**src/rtl/router_output_allocator_if.sv**
```systemverilog
// Request/grant/credit bundle between input FIFOs, crossbar and one
// router output allocator. slave = allocator side, master = environment.
interface router_output_allocator_if #(
    parameter int NUM_INPUTS        = 5,
    parameter int FLIT_BUFFER_DEPTH = 4,
    parameter int CREDIT_WIDTH      = $clog2(FLIT_BUFFER_DEPTH + 1)
);
    logic [NUM_INPUTS-1:0]   req;
    logic [NUM_INPUTS-1:0]   req_is_tail;
    logic [NUM_INPUTS-1:0]   disable_turns;
    logic                    credit_in;
    logic [NUM_INPUTS-1:0]   grant;
    logic                    send_out;
    logic                    is_tail_out;
    logic                    locked;
    logic [CREDIT_WIDTH-1:0] credit_count;
    logic                    credit_err;
    logic [15:0]             stat_pkt_count;
    logic [15:0]             stat_stall_cyc;

    modport slave (
        input  req, req_is_tail, disable_turns, credit_in,
        output grant, send_out, is_tail_out, locked,
        output credit_count, credit_err,
        output stat_pkt_count, stat_stall_cyc
    );

    modport master (
        output req, req_is_tail, disable_turns, credit_in,
        input  grant, send_out, is_tail_out, locked,
        input  credit_count, credit_err,
        input  stat_pkt_count, stat_stall_cyc
    );
endinterface

```
**src/rtl/router_output_allocator.sv**
```systemverilog
// Per-output wormhole switch allocator with round-robin arbitration and
// downstream credit tracking. Optional statistics: define ALLOC_STATS_EN.
module router_output_allocator #(
    parameter int NUM_INPUTS        = 5,
    parameter int FLIT_BUFFER_DEPTH = 4,
    parameter int CREDIT_WIDTH      = $clog2(FLIT_BUFFER_DEPTH + 1)
) (
    input logic                      clk_noc,
    input logic                      rst_n,
    router_output_allocator_if.slave bus
);
    localparam int IDXW = (NUM_INPUTS > 1) ? $clog2(NUM_INPUTS) : 1;
    localparam logic [CREDIT_WIDTH-1:0] CRED_MAX = CREDIT_WIDTH'(FLIT_BUFFER_DEPTH);

    typedef enum logic {IDLE, LOCKED} state_t;

    state_t                  state_q, state_d;
    logic [IDXW-1:0]         rr_ptr_q, rr_ptr_d;
    logic [IDXW-1:0]         lock_idx_q, lock_idx_d;
    logic [CREDIT_WIDTH-1:0] credit_q, credit_d;
    logic                    err_q, err_d;

    logic [NUM_INPUTS-1:0] elig;
    logic [NUM_INPUTS-1:0] grant_c;
    logic [IDXW-1:0]       win;
    logic                  found;
    logic                  has_credit;
    logic                  tail_sel;
    logic                  send;
    logic                  stall;

    function automatic logic [IDXW-1:0] next_idx(input logic [IDXW-1:0] i);
        if (int'(i) >= NUM_INPUTS - 1) return '0;
        return i + 1'b1;
    endfunction

    assign elig       = bus.req & ~bus.disable_turns;
    assign has_credit = (credit_q != '0);

    // First eligible input at or after rr_ptr, wrapping modulo NUM_INPUTS.
    always_comb begin
        int idx;
        found = 1'b0;
        win   = '0;
        idx   = 0;
        for (int k = 0; k < NUM_INPUTS; k++) begin
            idx = int'(rr_ptr_q) + k;
            if (idx >= NUM_INPUTS) idx = idx - NUM_INPUTS;
            if (!found && elig[idx]) begin
                found = 1'b1;
                win   = IDXW'(idx);
            end
        end
    end

    always_comb begin
        grant_c  = '0;
        tail_sel = 1'b0;
        stall    = 1'b0;
        case (state_q)
            IDLE: begin
                tail_sel = bus.req_is_tail[win];
                stall    = (|elig) && !has_credit;
                if (found && has_credit) grant_c[win] = 1'b1;
            end
            LOCKED: begin
                tail_sel = bus.req_is_tail[lock_idx_q];
                stall    = bus.req[lock_idx_q] && !has_credit;
                if (bus.req[lock_idx_q] && has_credit) grant_c[lock_idx_q] = 1'b1;
            end
            default: ;
        endcase
    end

    // Outputs are forced quiet while reset is held.
    assign send            = (|grant_c) && rst_n;
    assign bus.grant       = rst_n ? grant_c : '0;
    assign bus.send_out    = send;
    assign bus.is_tail_out = send && tail_sel;

    always_comb begin
        state_d    = state_q;
        rr_ptr_d   = rr_ptr_q;
        lock_idx_d = lock_idx_q;
        if (send) begin
            case (state_q)
                IDLE: begin
                    if (tail_sel) begin
                        rr_ptr_d = next_idx(win);
                    end else begin
                        state_d    = LOCKED;
                        lock_idx_d = win;
                    end
                end
                LOCKED: begin
                    if (tail_sel) begin
                        state_d  = IDLE;
                        rr_ptr_d = next_idx(lock_idx_q);
                    end
                end
                default: ;
            endcase
        end
    end

    always_comb begin
        credit_d = credit_q;
        err_d    = err_q;
        case ({send, bus.credit_in})
            2'b10: credit_d = credit_q - 1'b1;
            2'b01: begin
                if (credit_q == CRED_MAX) err_d = 1'b1;
                else credit_d = credit_q + 1'b1;
            end
            default: ;
        endcase
    end

    always_ff @(posedge clk_noc or negedge rst_n) begin
        if (!rst_n) begin
            state_q    <= IDLE;
            rr_ptr_q   <= '0;
            lock_idx_q <= '0;
            credit_q   <= CRED_MAX;
            err_q      <= 1'b0;
        end else begin
            state_q    <= state_d;
            rr_ptr_q   <= rr_ptr_d;
            lock_idx_q <= lock_idx_d;
            credit_q   <= credit_d;
            err_q      <= err_d;
        end
    end

    assign bus.locked       = (state_q == LOCKED);
    assign bus.credit_count = credit_q;
    assign bus.credit_err   = err_q;

`ifdef ALLOC_STATS_EN
    logic [15:0] pkt_q, pkt_d;
    logic [15:0] stall_q, stall_d;

    always_comb begin
        pkt_d   = pkt_q;
        stall_d = stall_q;
        if (send && tail_sel) pkt_d = pkt_q + 16'd1;
        if (stall && stall_q != 16'hFFFF) stall_d = stall_q + 16'd1;
    end

    always_ff @(posedge clk_noc or negedge rst_n) begin
        if (!rst_n) begin
            pkt_q   <= '0;
            stall_q <= '0;
        end else begin
            pkt_q   <= pkt_d;
            stall_q <= stall_d;
        end
    end

    assign bus.stat_pkt_count = pkt_q;
    assign bus.stat_stall_cyc = stall_q;
`else
    logic unused_stall;
    assign unused_stall       = stall;
    assign bus.stat_pkt_count = '0;
    assign bus.stat_stall_cyc = '0;
`endif
endmodule

```
**src/flat_wrapper.sv**
```systemverilog
// flat-port wrapper written by rule: the top's interface ports become plain ports
module router_output_allocator_flat 
#(
    parameter int NUM_INPUTS        = 5,
    parameter int FLIT_BUFFER_DEPTH = 4,
    parameter int CREDIT_WIDTH      = $clog2(FLIT_BUFFER_DEPTH + 1)
)
  (clk_noc, rst_n, bus_req, bus_req_is_tail, bus_disable_turns, bus_credit_in, bus_grant, bus_send_out, bus_is_tail_out, bus_locked, bus_credit_count, bus_credit_err, bus_stat_pkt_count, bus_stat_stall_cyc);
  router_output_allocator_if #(.NUM_INPUTS(NUM_INPUTS), .FLIT_BUFFER_DEPTH(FLIT_BUFFER_DEPTH), .CREDIT_WIDTH(CREDIT_WIDTH)) bus_i ();
  input logic clk_noc;
  input logic rst_n;
  input wire logic [$bits(bus_i.req)-1:0] bus_req;
  input wire logic [$bits(bus_i.req_is_tail)-1:0] bus_req_is_tail;
  input wire logic [$bits(bus_i.disable_turns)-1:0] bus_disable_turns;
  input wire logic [$bits(bus_i.credit_in)-1:0] bus_credit_in;
  output wire logic [$bits(bus_i.grant)-1:0] bus_grant;
  output wire logic [$bits(bus_i.send_out)-1:0] bus_send_out;
  output wire logic [$bits(bus_i.is_tail_out)-1:0] bus_is_tail_out;
  output wire logic [$bits(bus_i.locked)-1:0] bus_locked;
  output wire logic [$bits(bus_i.credit_count)-1:0] bus_credit_count;
  output wire logic [$bits(bus_i.credit_err)-1:0] bus_credit_err;
  output wire logic [$bits(bus_i.stat_pkt_count)-1:0] bus_stat_pkt_count;
  output wire logic [$bits(bus_i.stat_stall_cyc)-1:0] bus_stat_stall_cyc;
  assign bus_i.req = bus_req;
  assign bus_i.req_is_tail = bus_req_is_tail;
  assign bus_i.disable_turns = bus_disable_turns;
  assign bus_i.credit_in = bus_credit_in;
  assign bus_grant = bus_i.grant;
  assign bus_send_out = bus_i.send_out;
  assign bus_is_tail_out = bus_i.is_tail_out;
  assign bus_locked = bus_i.locked;
  assign bus_credit_count = bus_i.credit_count;
  assign bus_credit_err = bus_i.credit_err;
  assign bus_stat_pkt_count = bus_i.stat_pkt_count;
  assign bus_stat_stall_cyc = bus_i.stat_stall_cyc;
  router_output_allocator #(.NUM_INPUTS(NUM_INPUTS), .FLIT_BUFFER_DEPTH(FLIT_BUFFER_DEPTH), .CREDIT_WIDTH(CREDIT_WIDTH)) u_core (.clk_noc(clk_noc), .rst_n(rst_n), .bus(bus_i));
endmodule
```
**config.mk**
```make
export PLATFORM = sky130hd
export DESIGN_NAME = router_output_allocator_flat
export DESIGN_NICKNAME = d
export VERILOG_FILES = /design/src/rtl/router_output_allocator_if.sv /design/src/rtl/router_output_allocator.sv /design/src/flat_wrapper.sv
export SDC_FILE = /design/constraint.sdc
export NUM_CORES = 1
export LEC_CHECK = 0
export BUFFER_PORTS_ARGS = -buffer_cell sky130_fd_sc_hd__buf_2
export CORE_MARGIN = 4
export CORE_UTILIZATION = 54
export DETAILED_ROUTE_END_ITERATION = 10
export PLACE_DENSITY = 0.82
export SLEW_MARGIN = 30
export SYNTH_ARGS = -nofsm -noshare
export SYNTH_HDL_FRONTEND = slang
export SYNTH_SLANG_ARGS = --single-unit
```
**constraint.sdc**
```tcl
create_clock -name clk_noc -period 5.2 [get_ports clk_noc]
set_clock_uncertainty 0.15 [all_clocks]
set_input_delay 0 -clock clk_noc [delete_from_list [all_inputs] [get_ports clk_noc]]
set_output_delay 0 -clock clk_noc [all_outputs]
set_load 0.1 [all_outputs]
```
Word-level counts from Yosys, hierarchy flattened
Index checks and enable logic that the tools add are counted.

operators by class
  $add $sub $neg = 13
  $mul = 0
  divide/modulo/power cells = 0
  order comparisons = 16
  equal/unequal tests = 6
  shift-type cells = 0
  mux-type cells = 63
  bitwise logic cells = 4
  reductions and logical operators = 21

operators by type and width
  cell                     number
  $lt A32 B5 Y1 const B    5
  $mux W32                 5
  $ge A32 B4 Y1 const B    4
  $sub A32 B4 Y32 const B  4
  $mux W3                  12
  $mux W1                  29
  $bmux W1 S3              8
  $mux W5                  3
  $pmux W3 S2              2
  $logic_and A1 B1 Y1      10
  $pmux W5 S2              1
  $add A3 B1 Y3 const B    3
  $ge A3 B3 Y1 const B     3
  $add A3 B2 Y4 const B    2
  $lt A3 B4 Y1 const B     2
  $demux W1 S3             2
  $ge A3 B1 Y1 const B     2
  $reduce_and A3 Y1        2
  $and A5 B5 Y5            1
  $not A5 Y5               1
  $reduce_or A5 Y1         1
  $add A3 B1 Y4 const B    1
  $add A3 B3 Y4 const B    1
  $logic_not A1 Y1         4
  12 further kinds         15

word-level totals
  bits in registers = 11
  bits in latches = 0
  RAM bits = 0
  ROM bits = 0
  word-level logic and storage cells = 128
  memories = 0

Longest topological paths before layout
  word-level depth = 30
  depth in mapped cells = 18

Least setup slack after synthesis
Ideal clock, no wire load.

  path type = register to output
  start = register u_core.rr_ptr_q[0]
  end = output bus_grant[0]
  data arrival time = 5.587 ns
  data required time = 5.050 ns
  path slack = -0.537 ns
  cell stages (with the launch flop) = 15
  buffers on the path = 2
  path through = dfrtp_1 buf_4 inv_1 ha_1 ha_1 clkbuf_1 a21bo_2 nor4_1 or4_1 o21a_1 o2111ai_1 a21boi_0 a22oi_1 nand3_1 a21boi_0

on the way
  word-level cells in the longest chain between the ends = 25
  elaborated cells on any way between the ends = 61
  those cells by class = 9 x add/sub; 7 x order compare; 35 x mux; 10 x reduce/logical

RTL lines
  what                                                      RTL line                        RTL
  start: declaration                                        router_output_allocator.sv:18   logic [IDXW-1:0] rr_ptr_q, rr_ptr_d;
  start signal: assignment                                  router_output_allocator.sv:128  rr_ptr_q <= rr_ptr_d;
  branches (longest 22 deep; another with $sub A32 B4 Y32)  n/a
  $mux W5 *                                                 router_output_allocator.sv:64   if (found && has_credit) grant_c[win] = 1'b1;
  $pmux W5 S2 *                                             router_output_allocator.sv:60   case (state_q)
  $mux W5 *                                                 router_output_allocator.sv:77   assign bus.grant = rst_n ? grant_c : '0;
  end: declaration                                          flat_wrapper.sv:16              output wire logic [$bits(bus_i.grant)-1:0] bus_grant;

Mark *: on every way between the ends. The select of a mux whose other input is x is not followed.

Final worst setup path
  start = register u_core.rr_ptr_q[1]
  end = register u_core.credit_q[2], in the netlist u_core.bus.credit_count[2]

on the way
  word-level cells in the longest chain between the ends = 29
  elaborated cells on any way between the ends = 68
  those cells by class = 9 x add/sub; 7 x order compare; 3 x eq/ne; 35 x mux; 14 x reduce/logical

RTL lines
  what                                                                 RTL line                        RTL
  branches (longest 22 deep; another with $sub A32 B4 Y32)             n/a
  $mux W5 *                                                            router_output_allocator.sv:64
  $pmux W5 S2 *                                                        router_output_allocator.sv:60
  $reduce_or A5 Y1 *                                                   router_output_allocator.sv:76   assign send = (|grant_c) && rst_n;
  $logic_and A1 B1 Y1 *                                                router_output_allocator.sv:76
  $eq A2 B1 Y1 or $eq A2 B2 Y1 (tied branches)                         router_output_allocator.sv:109  case ({send, bus.credit_in})
  $ne A2 B2 Y1 (no source line) or $reduce_bool A2 Y1 (tied branches)  n/a
  $reduce_and A2 Y1 (no source line)                                   n/a
  end signal: assignment                                               router_output_allocator.sv:130  credit_q <= credit_d;
  end: declaration                                                     router_output_allocator.sv:20   logic [CREDIT_WIDTH-1:0] credit_q, credit_d;

Marked as above.
A chain may end at the register's enable or synchronous reset.

==> summary.txt <==
Status
  • Status: finished, final reports clean

Floorplan
  • Initial Util: 0.569
  • Horiz. Die Dim: around 74 um
  • Die area: approximately 5400 sq um
  • Chip height: 73.6 um
  • # rows: 23
  • # IOs: between 60 and 70
  • Area of the core: a little over 4000 sq um

Synthesis
  • Syn_area_per_cell: 7.88 sq um
  • FFs w/ async S/R, synth: 1.00
  • Syn Inst Count: 295
  • Count leader, synth: buf_4
  • Top cells by area, synth: buf_4 (11%), dfrtp_1 (11%), ha_1 (7.0%)
  • Post-Synth XOR/XNOR Area: 0.0296
  • Post-synth cell types: 74
  • Area fraction of the dominant cell type after synthesis: 0.110
  • Largest family of logic cells by synthesized area: compound AO/OA/AOI/OAI gates
  • Post-synth top area cell: buf_4
  • Number of enable flip-flop cells after synthesis: 0
  • Cell Area, Synth: 2330 sq um
  • Yosys reg bits: 11
  • Synth Warn #: 0
  • Sequential element share of the synthesized area: 0.119
  • Post-synthesis mux area share: 0.113
  • Fraction of the mapped netlist area in compound gates: 0.266
  • Main synth FF type: dfrtp_1
  • Most frequent cells after synthesis: buf_4 (34), nor2_1 (19), a21oi_1 (17)
  • Simple-gate share of the synthesized area: 0.235
  • Post-Synth Adder-Cell Area: 0.0871

STA
  • Min Tclk post-route: 4.91 ns
  • Fin Setup TNS: 0 ns
  • Fin crit share: 0.945
  • Unrepaired setup endpoints after global routing: false
  • # setup viols final: 0
  • Fmax: approximately 200 MHz
  • Final Hold Viols: 0
  • Worst-Margin Slew: 0.688 ns
  • Slew HR: 0.536
  • Final Slew Violations: 0

Global route
  • Vias in the first global route: 2106
  • Global-route wire length before repair: 9850 um
  • Total GRT Usage: 0.223
  • Largest net degree at the start of global routing: 32
  • Initial antenna violation count: 0
  • Grt total ovfl: 0

Route
  • 1st-iter DRT viols: between 200 and 250
  • # DRC: 0
  • Via/cell ratio: 6.15
  • Routed length per instance: 16.2 um
  • DRT Wirelength: 6130 um
  • Via Count: ~2.3k
  • Antenna viol nets, final: 0
  • DRT Pass-1 Iters: 5

Worst setup path
  • CP max FO: 11
  • Startpoint types: flip-flop
  • Critical Path End Type: flip-flop
  • Crit path DAT: 4.93 ns
  • Critical path required time: 5.22 ns
  • Crit path kind: flip-flop to flip-flop

Placed design
  • RD Place Congestion: 0.935
  • DP HPWL: 4690 um
  • PortBufs: 29

Cells and area
  • Syn-to-layout area delta: 9.95%
  • Fraction of layout cells with a size suffix above 1: 0.225
  • Nets: 363
  • Antenna Cells: 0

Power
  • Worst vdd ir: 448 uV
  • Pwr dens: 206 nW/um^2
  • Pleak: 1.09 nW
  • Final Power: 0.528 mW

CTS
  • Buffers from clock root to sink, at most: 2
  • CTS sink cnt: 11
  • Clk slew on worst S/H paths: around 0.060 ns
  • Worst skew pair latency: 0.24 ns
  • CTS H-Tree Depth: 1
  • CTS tree: yes
  • Total CTS buffers: 3
  • Clock Tree Root: clkbuf_8

Hold path
  • HP Class: input pin to flip-flop

Job
  • Number of max-cap violations: 0
## layout by cell type (no fill, tap or decap), types with 6 or more instances in the layout
| cell type | n |
|---|---|
| nor2_1 | 19 |
| nand3_1 | 8 |
| buf_4 | 9 |
| xnor2_1 | 6 |
| ha_1 | 13 |
| inv_1 | 16 |
| nor3_1 | 14 |
| o21ai_0 | 8 |
| buf_2 | 25 |
| conb_1 | 32 |
| a21oi_1 | 16 |
| nand2_1 | 16 |
| dfrtp_1 | 10 |
| nand2b_1 | 9 |
| mux2i_1 | 12 |
## registers in the layout (all words and copies together) (netlist names)
register	flops
u_core.lock_idx_q	3
u_core.bus.credit_count	3
u_core.rr_ptr_q	3
u_core.bus.locked	1
u_core.bus.credit_err	1
## path summary, 6_finish.rpt
kind,from,endpoint,slack (ns),cells past startpoint
worst max-delay path,u_core.rr_ptr_q[1]$_DFFE_PN0P_,u_core.bus.credit_count[2]$_DFFE_PN1P_,0.29,14
worst min-delay path,bus_credit_in,u_core.bus.credit_err$_DFFE_PN0P_,0.002,3
worst max register to register,u_core.rr_ptr_q[1]$_DFFE_PN0P_,u_core.bus.credit_count[2]$_DFFE_PN1P_,0.29,14
worst min register to register,u_core.bus.credit_err$_DFFE_PN0P_,u_core.bus.credit_err$_DFFE_PN0P_,0.32,1
max in group asynchronous,rst_n,u_core.bus.credit_count[2]$_DFFE_PN1P_,4.52,2
min in group asynchronous,rst_n,u_core.rr_ptr_q[2]$_DFFE_PN0P_,0.06,2
## worst max-delay path, cell delays in order (launching register included)
cell and delay, ns:
dfrtp_1 0.57, inv_2 0.20, ha_1 0.27, ha_1 0.44
a21boi_2 0.35, nor3_1 0.08, or4_1 0.59, o21a_1 0.31
o41a_1 0.50, o21ai_4 0.31, nand2_1 0.16, fa_1 0.42
nor3_1 0.25, o21ai_0 0.13, o31a_1 0.11
## layer usage
layer | part of all wire | up-vias | GRT usage | routed length, um
met3 | 0.10 | 14 | 0.0520 | 624
met4 | 0.013 | 0 | 0.0463 | 81
met5 | 0 | - | 0 | 0
met2 | 0.47 | 150 | 0.349 | 2850
met1 | 0.42 | 1075 | 0.313 | 2570
li1 | - | 1092 | - | -
## metrics by stage
stage / util / std cells / hold WS (ns) / setup WS [ns] / cell area [sq um]
3_3_place_gp: 0.604 / 370 / -0.212 / 0.300 / 2470
3_5_place_dp: 0.604 / 370 / -0.212 / 0.260 / 2470
2_1_floorplan: - / 326 / -0.446 / 0.191 / 2440
6_report: 0.626 / 379 / 0.00228 / 0.287 / 2560
4_1_cts: 0.618 / 375 / 0.00711 / 0.225 / 2520
5_1_grt: 0.626 / 379 / 0.0443 / 0.0208 / 2560
## final cells by class
cell class / count / area, sq um
clock buffer: 4 / 45.0
fill: 355 / 1530
timing repair buffer: 39 / 283
tap: 50 / 62.6
sequential: 11 / 277
multi-input combinational: 257 / 1820
inverter: 18 / 67.6
## timing repair
action                                  4_1_cts  5_1_grt
endpoints found under the setup margin        0        2
endpoints found under the hold margin        11        0
resized for setup                             0        1
hold buffers                                  1        0
setup buffers                                 0        4
## power by group
part           internal, mW  switching (mW)  leakage [nW]  total [mW]
Sequential            0.100          0.0224         0.110       0.123
Combinational        0.0619           0.252         0.960       0.314
Clock                0.0541          0.0371        0.0228      0.0912
Total                 0.217           0.311          1.09       0.528
## cells by family (layout without fill, tap and decap cells)
kind of cell,Yosys count,in the layout
simple gates,100,100
compound gates,81,81
buf+inv,58,61
mux,22,22
fa+ha+maj,15,15
flops,11,11
xor+xnor,7,7
other cells,1,32
No activity file was read; power rests on OpenSTA's default activity.
